<file path="config.mk">
export PLATFORM = sky130hd
export DESIGN_NAME = multi_pulse_stretcher
export DESIGN_NICKNAME = d
export VERILOG_FILES = /design/src/rtl/multi_pulse_stretcher.sv
export SDC_FILE = /design/constraint.sdc
export NUM_CORES = 1
export LEC_CHECK = 0
export BUFFER_PORTS_ARGS = -buffer_cell sky130_fd_sc_hd__buf_2
export CELL_PAD_IN_SITES_DETAIL_PLACEMENT = 0
export CELL_PAD_IN_SITES_GLOBAL_PLACEMENT = 1
export CORE_UTILIZATION = 45
export CTS_CLUSTER_SIZE = 16
export DETAILED_ROUTE_END_ITERATION = 8
export PLACE_DENSITY_LB_ADDON = 0.1
export SYNTH_ARGS = -nofsm -noshare
export SYNTH_HDL_FRONTEND = slang
export SYNTH_SLANG_ARGS = --single-unit
export TNS_END_PERCENT = 100
</file>
<file path="constraint.sdc">
create_clock -name clk -period 3.1 [get_ports clk]
set_clock_uncertainty 0.05 [all_clocks]
set_input_delay 0.62 -clock clk [delete_from_list [all_inputs] [get_ports clk]]
set_output_delay 0.62 -clock clk [all_outputs]
set_load 0.02 [all_outputs]
</file>
<file path="src/rtl/multi_pulse_stretcher.sv">
// Multi-channel pulse stretcher: each channel turns a rising edge on pulse_in
// into a delayed, fixed-width output pulse, with optional retrigger extension.
module multi_pulse_stretcher #(
    parameter int NCH = 4,
    parameter int CW  = 16
) (
    input  logic           clk,
    input  logic           rst,
    input  logic [NCH-1:0] pulse_in,
    input  logic [CW-1:0]  cfg_width,
    input  logic [CW-1:0]  cfg_delay,
    input  logic           cfg_retrig,
    input  logic [NCH-1:0] cfg_en,
    input  logic           clear_miss,
    output logic [NCH-1:0] pulse_out,
    output logic [NCH-1:0] busy,
    output logic [NCH-1:0] miss
);

    typedef enum logic [1:0] {
        IDLE,
        DELAY,
        ACTIVE
    } state_t;

    localparam logic [CW-1:0] ZERO = '0;
    localparam logic [CW-1:0] ONE  = CW'(1);

    state_t         state_q [NCH];
    state_t         state_d [NCH];
    logic [CW-1:0]  cnt_q   [NCH];
    logic [CW-1:0]  cnt_d   [NCH];
    logic [CW-1:0]  width_q [NCH];
    logic [CW-1:0]  width_d [NCH];

    logic [NCH-1:0] prev_q;
    logic [NCH-1:0] trig;
    logic [NCH-1:0] miss_set;
    logic           width_zero;
    logic           delay_zero;

    assign trig       = pulse_in & ~prev_q & cfg_en;
    assign width_zero = (cfg_width == ZERO);
    assign delay_zero = (cfg_delay == ZERO);

    // The counter holds remaining delay cycles in DELAY and remaining pulse
    // cycles in ACTIVE; it is always >= 1 while busy, so it can never underflow.
    always_comb begin
        miss_set = '0;
        for (int i = 0; i < NCH; i++) begin
            state_d[i] = state_q[i];
            cnt_d[i]   = cnt_q[i];
            width_d[i] = width_q[i];
            case (state_q[i])
                IDLE: begin
                    if (trig[i] && !width_zero) begin
                        width_d[i] = cfg_width;
                        if (delay_zero) begin
                            state_d[i] = ACTIVE;
                            cnt_d[i]   = cfg_width;
                        end else begin
                            state_d[i] = DELAY;
                            cnt_d[i]   = cfg_delay;
                        end
                    end
                end
                DELAY: begin
                    miss_set[i] = trig[i];
                    if (cnt_q[i] == ONE) begin
                        state_d[i] = ACTIVE;
                        cnt_d[i]   = width_q[i];
                    end else begin
                        cnt_d[i] = cnt_q[i] - ONE;
                    end
                end
                ACTIVE: begin
                    // A zero-width retrigger is discarded like one in IDLE.
                    if (trig[i] && cfg_retrig && !width_zero) begin
                        cnt_d[i] = cfg_width;
                    end else begin
                        miss_set[i] = trig[i] & ~cfg_retrig;
                        if (cnt_q[i] == ONE) begin
                            state_d[i] = IDLE;
                            cnt_d[i]   = ZERO;
                        end else begin
                            cnt_d[i] = cnt_q[i] - ONE;
                        end
                    end
                end
                default: begin
                    state_d[i] = IDLE;
                    cnt_d[i]   = ZERO;
                end
            endcase
        end
    end

    always_comb begin
        pulse_out = '0;
        busy      = '0;
        for (int i = 0; i < NCH; i++) begin
            pulse_out[i] = (state_q[i] == ACTIVE);
            busy[i]      = (state_q[i] != IDLE);
        end
    end

    // Edge-detector history resets to 1 so a level held through reset is not an edge.
    always_ff @(posedge clk) begin
        if (rst) begin
            prev_q <= '1;
            miss   <= '0;
            for (int i = 0; i < NCH; i++) begin
                state_q[i] <= IDLE;
                cnt_q[i]   <= ZERO;
                width_q[i] <= ZERO;
            end
        end else begin
            prev_q <= pulse_in;
            miss   <= (miss & ~{NCH{clear_miss}}) | miss_set;
            for (int i = 0; i < NCH; i++) begin
                state_q[i] <= state_d[i];
                cnt_q[i]   <= cnt_d[i];
                width_q[i] <= width_d[i];
            end
        end
    end

endmodule
</file>
==> results of run 1 <==
-- through the flow --
step	total power [mW]	setup TNS (ps)	instance area [um2]	setup WS, ps	std cells
final	9.556	0	10450	145.2	1482
after global routing	10.13	0	10450	14.77	1482
after CTS	9.458	0	10450	176.0	1482
after detailed placement	7.214	-185.3	9829	-71.89	1452
after global placement	7.216	-96.11	9829	-64.97	1452
after floorplan	5.765	0	8927	265.7	1132
-- where the power goes --
group | total (mW) | internal, mW | switching, mW
combinational | 4.80 | 1.90 | 2.90
sequential | 2.52 | 2.16 | 0.353
clock | 2.24 | 1.38 | 0.856
total | 9.56 | 5.44 | 4.11
-- critical path, delay by kind of cell (launching register included) --
family / cells / cell delay [ps]
AOI/OAI and AO/OA: 4 / 980
adders and majority gates: 1 / 150
buffers and inverters: 1 / 100
DFF: 1 / 340
and+or+nand+nor: 2 / 1220
-- per-layer routing --
layer  routed length (um)  track usage  up-vias
met1                14820       0.4461     4608
met4                  970       0.1245        2
li1                     -            -     4412
met2                15930       0.5609      439
met3                 2405      0.06573       71
met5                   13            0        -
-- cells in the final DEF, fill, tap and decap left out, drive strengths merged, types with 13 or more instances in the layout --
master and count:
o211ai 22, nand3 31, dfxtp 144, nor2 108, inv 38, o22ai 13
a22oi 28, a211oi 18, nand2 124, mux2i 37, buf 137, or4 13
a22o 30, or3 13, a21o 18, nor3 35, nor4 22, clkbuf 20
a21oi 75, o21ai 64, ha 24, a221oi 16
-- Yosys cell counts (all sizes together), types with 5 or more instances --
master   count
xnor2       10
or3         13
nand2      124
o31ai       10
o2bb2ai      9
o21ai       64
mux2i       37
nand3       31
xor2        10
nor3        35
buf         23
nor2       108
a221oi      16
or2          8
nand4       10
a21oi       75
o211ai      22
a222oi       9
nor4        22
a211oi      18
a22o        30
o22ai       13
clkbuf      59
nand3b       7
a22oi       28
nor3b        6
a32oi       10
ha          24
or4         13
inv         38
o221a        5
dfxtp      144
o311ai       6
and3         7
a21o        18
a31oi        7
-- kinds of logic (layout without fill, tap and decap cells) --
family | count (synthesis) | after routing | synth area share
AO/OA/AOI/OAI | 375 | 375 | 0.3002
XOR/XNOR | 20 | 20 | 0.01962
adder cells (fa/ha/maj) | 24 | 24 | 0.03364
buffers and inverters | 121 | 206 | 0.05438
flip-flops | 144 | 144 | 0.3229
multiplexers | 41 | 41 | 0.04653
AND/OR/NAND/NOR | 407 | 407 | 0.2227
-- path summary, 6_finish.rpt --
check                startpoint             to  slack [ps]  cells after the start
setup reg to reg    cnt_q[2][1]    cnt_q[2][9]         150                      8
hold reg to reg   width_q[3][3]  width_q[3][3]         400                      2
hold / removal      pulse_in[2]      prev_q[2]         350                      2
setup / recovery    cnt_q[2][1]    cnt_q[2][9]         150                      8
-- final cells by class --
cell class / count / area, um2
Timing Repair Buffer: 137 / 893.4
Tap cell: 265 / 331.6
Multi-Input combinational cell: 867 / 5575
Inverter: 39 / 146.4
Sequential cell: 144 / 2883
Clock inverter: 10 / 161.4
Clock buffer: 20 / 456.7
Fill cell: 1873 / 9015
-- registers in the layout, summed over array words and instances (netlist names) --
name     cells
cnt_q       64
miss         4
prev_q       4
state_q      8
width_q     64
==> run summary, run 1 <==
The flow ran to the end, and the final reports show no timing, DRC or antenna violations. The clock tree synthesis step divided the H-tree into 4 levels. The number of hold buffers added after CTS was 0. The tools report the clock tree root buffer cell as sky130_fd_sc_hd__clkbuf_16. The areal power density over the cells came out at 914.7 mW/mm2. After synthesis the cells add up to 0.008927 mm2. The share of the synthesized area in the top cell type works out to 0.3229. The number of hold violations in the final report is 0, and the number of warnings reported in the yosys synthesis log is 0. The run gives 1 as the number of antenna violations at the first check in global routing. After synthesis the netlist holds a flip-flop and latch count of 144. The first global-routing pass estimated 52530 um of wire. At the end of routability-driven placement, the weighted congestion stood at 0.9192. On the worst path, the slowest cell contributes a delay of 700 ps. The tools report the gate count after technology mapping as 1132.

The tool flagged a number of max-cap violations equal to 0. At the worst endpoint, the required time is 3360 ps. Counting every net in the synthesized netlist gives 1200. A synthesized cell averages 7.886 um2. For the number of antenna repair diodes, the log shows 0. The signal on the critical path passes through inv_1 -> ha_1 -> or4b_1 -> or4_1 -> o211ai_1 -> o2bb2ai_1 -> a211oi_1 -> o21ai_0. The clock latency of the later-clocked register in the worst-skew pair is 430 ps, and the count of flip-flops with a built-in enable after synthesis is 0.

The worst setup path is of the reg -> reg kind. VDD sags by at most 0.5007 mV. Yosys attributes the largest share of cell area to sky130_fd_sc_hd__dfxtp_1 32%, sky130_fd_sc_hd__nand2_1 5.2%, sky130_fd_sc_hd__nor2_1 4.5%, sky130_fd_sc_hd__a21oi_1 4.1%, sky130_fd_sc_hd__mux2i_1 4.1%. At the worst endpoint, the arrival time is 3210 ps. The initialized floorplan defines 51 standard-cell rows. After detailed routing, the number of remaining DRC violations is 0. For the core outline area, the log shows 0.01946 mm2. For the maximum clock rate, the log shows 0.3384 GHz.

The final worst hold slack was 351.8 ps; the worst slew margin relative to its limit was 0.2060. The number of global-route vias before repair came out at 8953. The final critical-path share of the clock period was 0.9531; the number of cells upsized or downsized after cts was 0. The leading register cell type out of synthesis is sky130_fd_sc_hd__dfxtp_1.

The die outline width is 142.9 um. Critical path launch point type: a flip-flop. The die covers 0.02041 mm2. The run gives 2 as the largest buffer count on any clock path. The logs give 6 for the count of TritonRoute iterations in the first routing pass and 56 for the number of top-level pins. Setup repair after global routing left no endpoint under its margin. Synthesis instantiated 78 different standard cells from the library.

The post-detailed-route wirelength per cell was 23.03 um; the shortest period the worst path allows was 2955 ps. Utilization after layout: 0.5368. The clock transition time at the flip-flop clock pins of the worst setup and hold paths was 60 ps. The number of nets with antenna violations after routing is 0, and the number of vias per cell after detailed routing is 6.432.

Compared with the post-synthesis result, the final layout area differs by 17.03%. The largest total area in the synthesized netlist belongs to sky130_fd_sc_hd__dfxtp_1. The number of setup buffers added after CTS came out at 0.

For the detailed placement HPWL, the log shows 24100 um. TritonCTS built the clock tree. The routed layout has 9532 vias.

Post-synthesis async set-or-reset flop share: 0. Buffers placed on the I/O ports in this run total 55. The layout cell share with drive strength beyond 1 was 0.1635; the slew at the pin closest to its max-slew limit was 1187 ps. The global-route total usage across every layer is 0.3425, and the effective utilization at floorplan is 0.4587. For the total congestion overflow, the log shows 0. The logs give 0 for the setup violation total in the final timing report and 4.095 nW for the static power due to leakage.

The final layout contains routed wiring with a total length of 34130 um. In this run, CTS created clock tree buffers numbering 17. The clock net in this run drives a total of 144 sinks. The worst setup path is captured at a flip-flop. After the last flow step, the layout net total stands at 1274. In this run, the number of DRC markers left after iteration 0 of detailed routing was 1087.

For the final count of pins violating max slew, the log shows 0. The path class of the tightest hold or removal check is in -> reg. The run gives 0.3229 as the proportion of synthesized chip area in sequential cells. The maximum net fanout on the critical path came out at 6. The vertical die dimension came out at 142.9 um. The tools report the pin count of the biggest net entering global routing as 49.

The slowest stage of the critical path belongs to the cell sky130_fd_sc_hd__or4_1.
Power figures use the tool's default switching activity.
==> run 2: changes to the inputs <==
==> constraint.sdc (replaced) <==
create_clock -name clk -period 3.6 [get_ports clk]
set_clock_uncertainty 0.05 [all_clocks]
set_input_delay 0.72 -clock clk [delete_from_list [all_inputs] [get_ports clk]]
set_output_delay 0.72 -clock clk [all_outputs]
set_load 0.02 [all_outputs]
==> run summary, run 2 (synthesized netlist as in run 1, its figures left out) <==
The static power due to leakage came out at 3.989 nW (-2.6%). Path type of the worst setup path: reg -> reg. The number of setup buffers added after CTS is 0 (unchanged), and the worst reg-to-reg setup slack is 640 ps (+500 ps). The endpoint type of the worst setup path is a flip-flop. Maximum vdd ir drop: 0.5585 mV (+12%). The post-route standard cell area excluding fillers was 0.01028 mm2 (-1.6%); the largest buffer count on any clock path was 2 (unchanged). The H-tree level count is 4 (unchanged). STA classifies the critical path startpoint as a flip-flop. The tools report the logic gate share of total power as 0.492 (-0.011). The number of I/O port buffers was 55 (unchanged).

The startpoint identified for the worst hold timing path is width_q[3][3]. The slew at the pin closest to its max-slew limit works out to 949.8 ps (-237.6 ps). The area added between synthesis and finish came out at 15.19%. The number of vias per cell after detailed routing came out at 6.464 (+0.51%). The final critical-path share of the clock period was 0.8211 (-0.1321).

The logs give 0.3620 (+0.1560) for the worst slew margin relative to its limit and 8868 (-0.95%) for the number of global-route vias before repair. The class of the tightest hold or removal check was reg -> reg. The placement-stage cell area was 0.009654 mm2 (-1.8%).

The run gives 51 (unchanged) as the placement row count. For the count of TritonRoute iterations in the first routing pass, the log shows 9 (+3). The tools report the pin count of the biggest net entering global routing as 34 (-31%).

The areal power density over the cells is 792.2 mW/mm2 (-13%), and the final cell count without fillers is 1460 (-1.5%). The final count of pins violating max slew is 0 (unchanged), and the total internal power is 4.657 mW (-14%). The tools report the maximum clock rate as 0.3383 GHz (about the same). The tools report the endpoint of the most critical register-to-register path as cnt_q[2][3]. The core outline area came out at 0.01946 mm2 (unchanged).

The number of sinks on the clock net was 144 (unchanged); the sum of routed wire length over all layers was 33760 um (-1.1%). The final worst hold slack was 404.9 ps (+53.09 ps); the die outline width was 142.9 um (unchanged). The sequential share of power is 0.269 (+0.006), and the number of hold violations in the final report is 0 (unchanged).

The run gives 51790 um (-1.4%) as the first-pass GRT wire length. The number of instances on the worst hold path came out at 2 (unchanged). The TritonCTS buffer count is 17 (unchanged), and the die footprint is 0.02041 mm2 (unchanged).

The number of cells upsized or downsized after cts was 0 (unchanged); the clock latency of the later-clocked register in the worst-skew pair was 430 ps (about the same). The final estimated routing congestion in global placement is 0.9040 (-1.7%). The run gives 3210 ps (about the same) as the data arrival time of the worst path. The run gives 0 (unchanged) as the total congestion overflow. Effective utilization at floorplan: 0.4587 (unchanged). The max-capacitance violation count was 0 (unchanged).

Clock transition time at the flip-flop clock pins of the worst setup and hold paths: 60 ps (about the same). The switching share of power is 0.4283 (-0.002178), and the critical path data required time is 3850 ps (+490 ps). The vertical die dimension is 142.9 um (unchanged). The most common cell after layout, fill and taps aside was sky130_fd_sc_hd__dfxtp_1.

Number of nets in the final layout: 1249 (-2.0%). The run gives 23460 um (-2.7%) as the detailed placement HPWL. The number of top-level pins is 56 (unchanged).

The number of remaining DRC errors is 0 (unchanged). The worst hold path terminates at width_q[3][3]. The library cells used most frequently in the layout, excluding fill and tap cells, are 144 x sky130_fd_sc_hd__dfxtp_1, 123 x sky130_fd_sc_hd__nand2_1, 108 x sky130_fd_sc_hd__nor2_1.

The flow ran to the end, and the final reports show no timing, DRC or antenna violations. In the final layout, the registers with the most flip-flops are cnt_q (64), width_q (64), state_q (8). The maximum net fanout on the critical path was 12 (+6). In this run the critical register-to-register path is launched from cnt_q[2][0]. The post-detailed-route wirelength per cell works out to 23.12 um (+0.40%).

TritonCTS built the clock tree. Fraction of power consumed by the clock network: 0.239 (+0.005). CTS placed an instance of sky130_fd_sc_hd__clkbuf_16 at the clock tree root.

The number of antenna violations at the first check in global routing was 1 (unchanged). The detailed router's first-iteration violation count was 959 (-12%); the depth of the worst register-to-register path was 8 (unchanged). Utilization after layout: 0.5284 (-0.008422). The logs give 0 (unchanged) for the total of hold buffers inserted after clock tree synthesis and 0 ps (unchanged) for the setup TNS. Net switching component of the power: 3.489 mW (-15%). The number of placed instances, taps included is 1427 (-1.7%), and the global-route total usage across every layer is 0.3393 (-0.003176). Setup repair after global routing left no endpoint under its margin. The run gives 0 (unchanged) as the setup violation total in the final timing report. Shortest period the worst path allows: 2956 ps (+1.144 ps). The layout cell share with drive strength beyond 1 works out to 0.1457 (-0.01779).

The number of nets with antenna violations after routing was 0 (unchanged). The number of vias after detailed routing is 9438 (-0.99%).
## run 2: cell types whose count changed in the layout (fill, tap and decap cells not counted), moves of 2 or more
cell	delta
sky130_fd_sc_hd__buf_4	-26
sky130_fd_sc_hd__clkbuf_1	+2
sky130_fd_sc_hd__clkbuf_8	-2
sky130_fd_sc_hd__clkinv_2	+3
## run 2: worst max-delay path, cell delays in order, from the launching register on
cell and delay, ps:
sky130_fd_sc_hd__dfxtp_1 450, sky130_fd_sc_hd__ha_1 190, sky130_fd_sc_hd__or4b_1 510, sky130_fd_sc_hd__or4_1 680, sky130_fd_sc_hd__buf_4 240, sky130_fd_sc_hd__nor2_1 160
sky130_fd_sc_hd__a211oi_1 70, sky130_fd_sc_hd__a221oi_1 330, sky130_fd_sc_hd__a211oi_1 150
## run 2: how the worst max path moves through the flow
stage | startpoint | endpoint | slack (ps) | cells after the start
after floorplan | cfg_width[5] | cnt_q[2][13] | 670 | 8
after global placement | cfg_width[6] | cnt_q[3][2] | 390 | 7
after detailed placement | cfg_width[6] | cnt_q[3][2] | 350 | 7
after CTS | cnt_q[1][0] | cnt_q[1][9] | 730 | 6
after global routing | cnt_q[2][0] | cnt_q[2][3] | 540 | 8
final | cnt_q[2][0] | cnt_q[2][3] | 640 | 8
## run 2: power groups by stage
stage / sequential [mW] / combinational, mW / clock, mW
final: 2.19 / 4.01 / 1.95
after floorplan: 2.10 / 2.86 / 0
after detailed placement: 2.21 / 3.89 / 0
after CTS: 2.18 / 3.93 / 1.97
after global routing: 2.22 / 4.39 / 2.04
after global placement: 2.21 / 3.91 / 0
## run 2: metrics by stage
stage          worst slack, ps  power, mW
2_1_floorplan            665.7      4.964
3_3_place_gp             392.0      6.120
3_5_place_dp             348.9      6.100
4_1_cts                  733.7      8.074
5_1_grt                  544.1      8.649
6_report                 644.1      8.146
## run 2: per-layer routing
layer	global-route usage	up-vias	part of all wire
met4	0.1624	0	0.038
met5	0	-	0
li1	-	4362	-
met2	0.5451	449	0.46
met1	0.4409	4547	0.42
met3	0.05734	80	0.079
## run 2: final cells by class
type | instances | area (um2)
fill | 1949 | 9179
clock inverter | 12 | 190.2
timing repair buffer | 112 | 718.2
multi-input combinational | 867 | 5575
clock buffer | 20 | 436.7
inverter | 39 | 146.4
tap | 265 | 331.6
antenna | 1 | 2.502
sequential | 144 | 2883
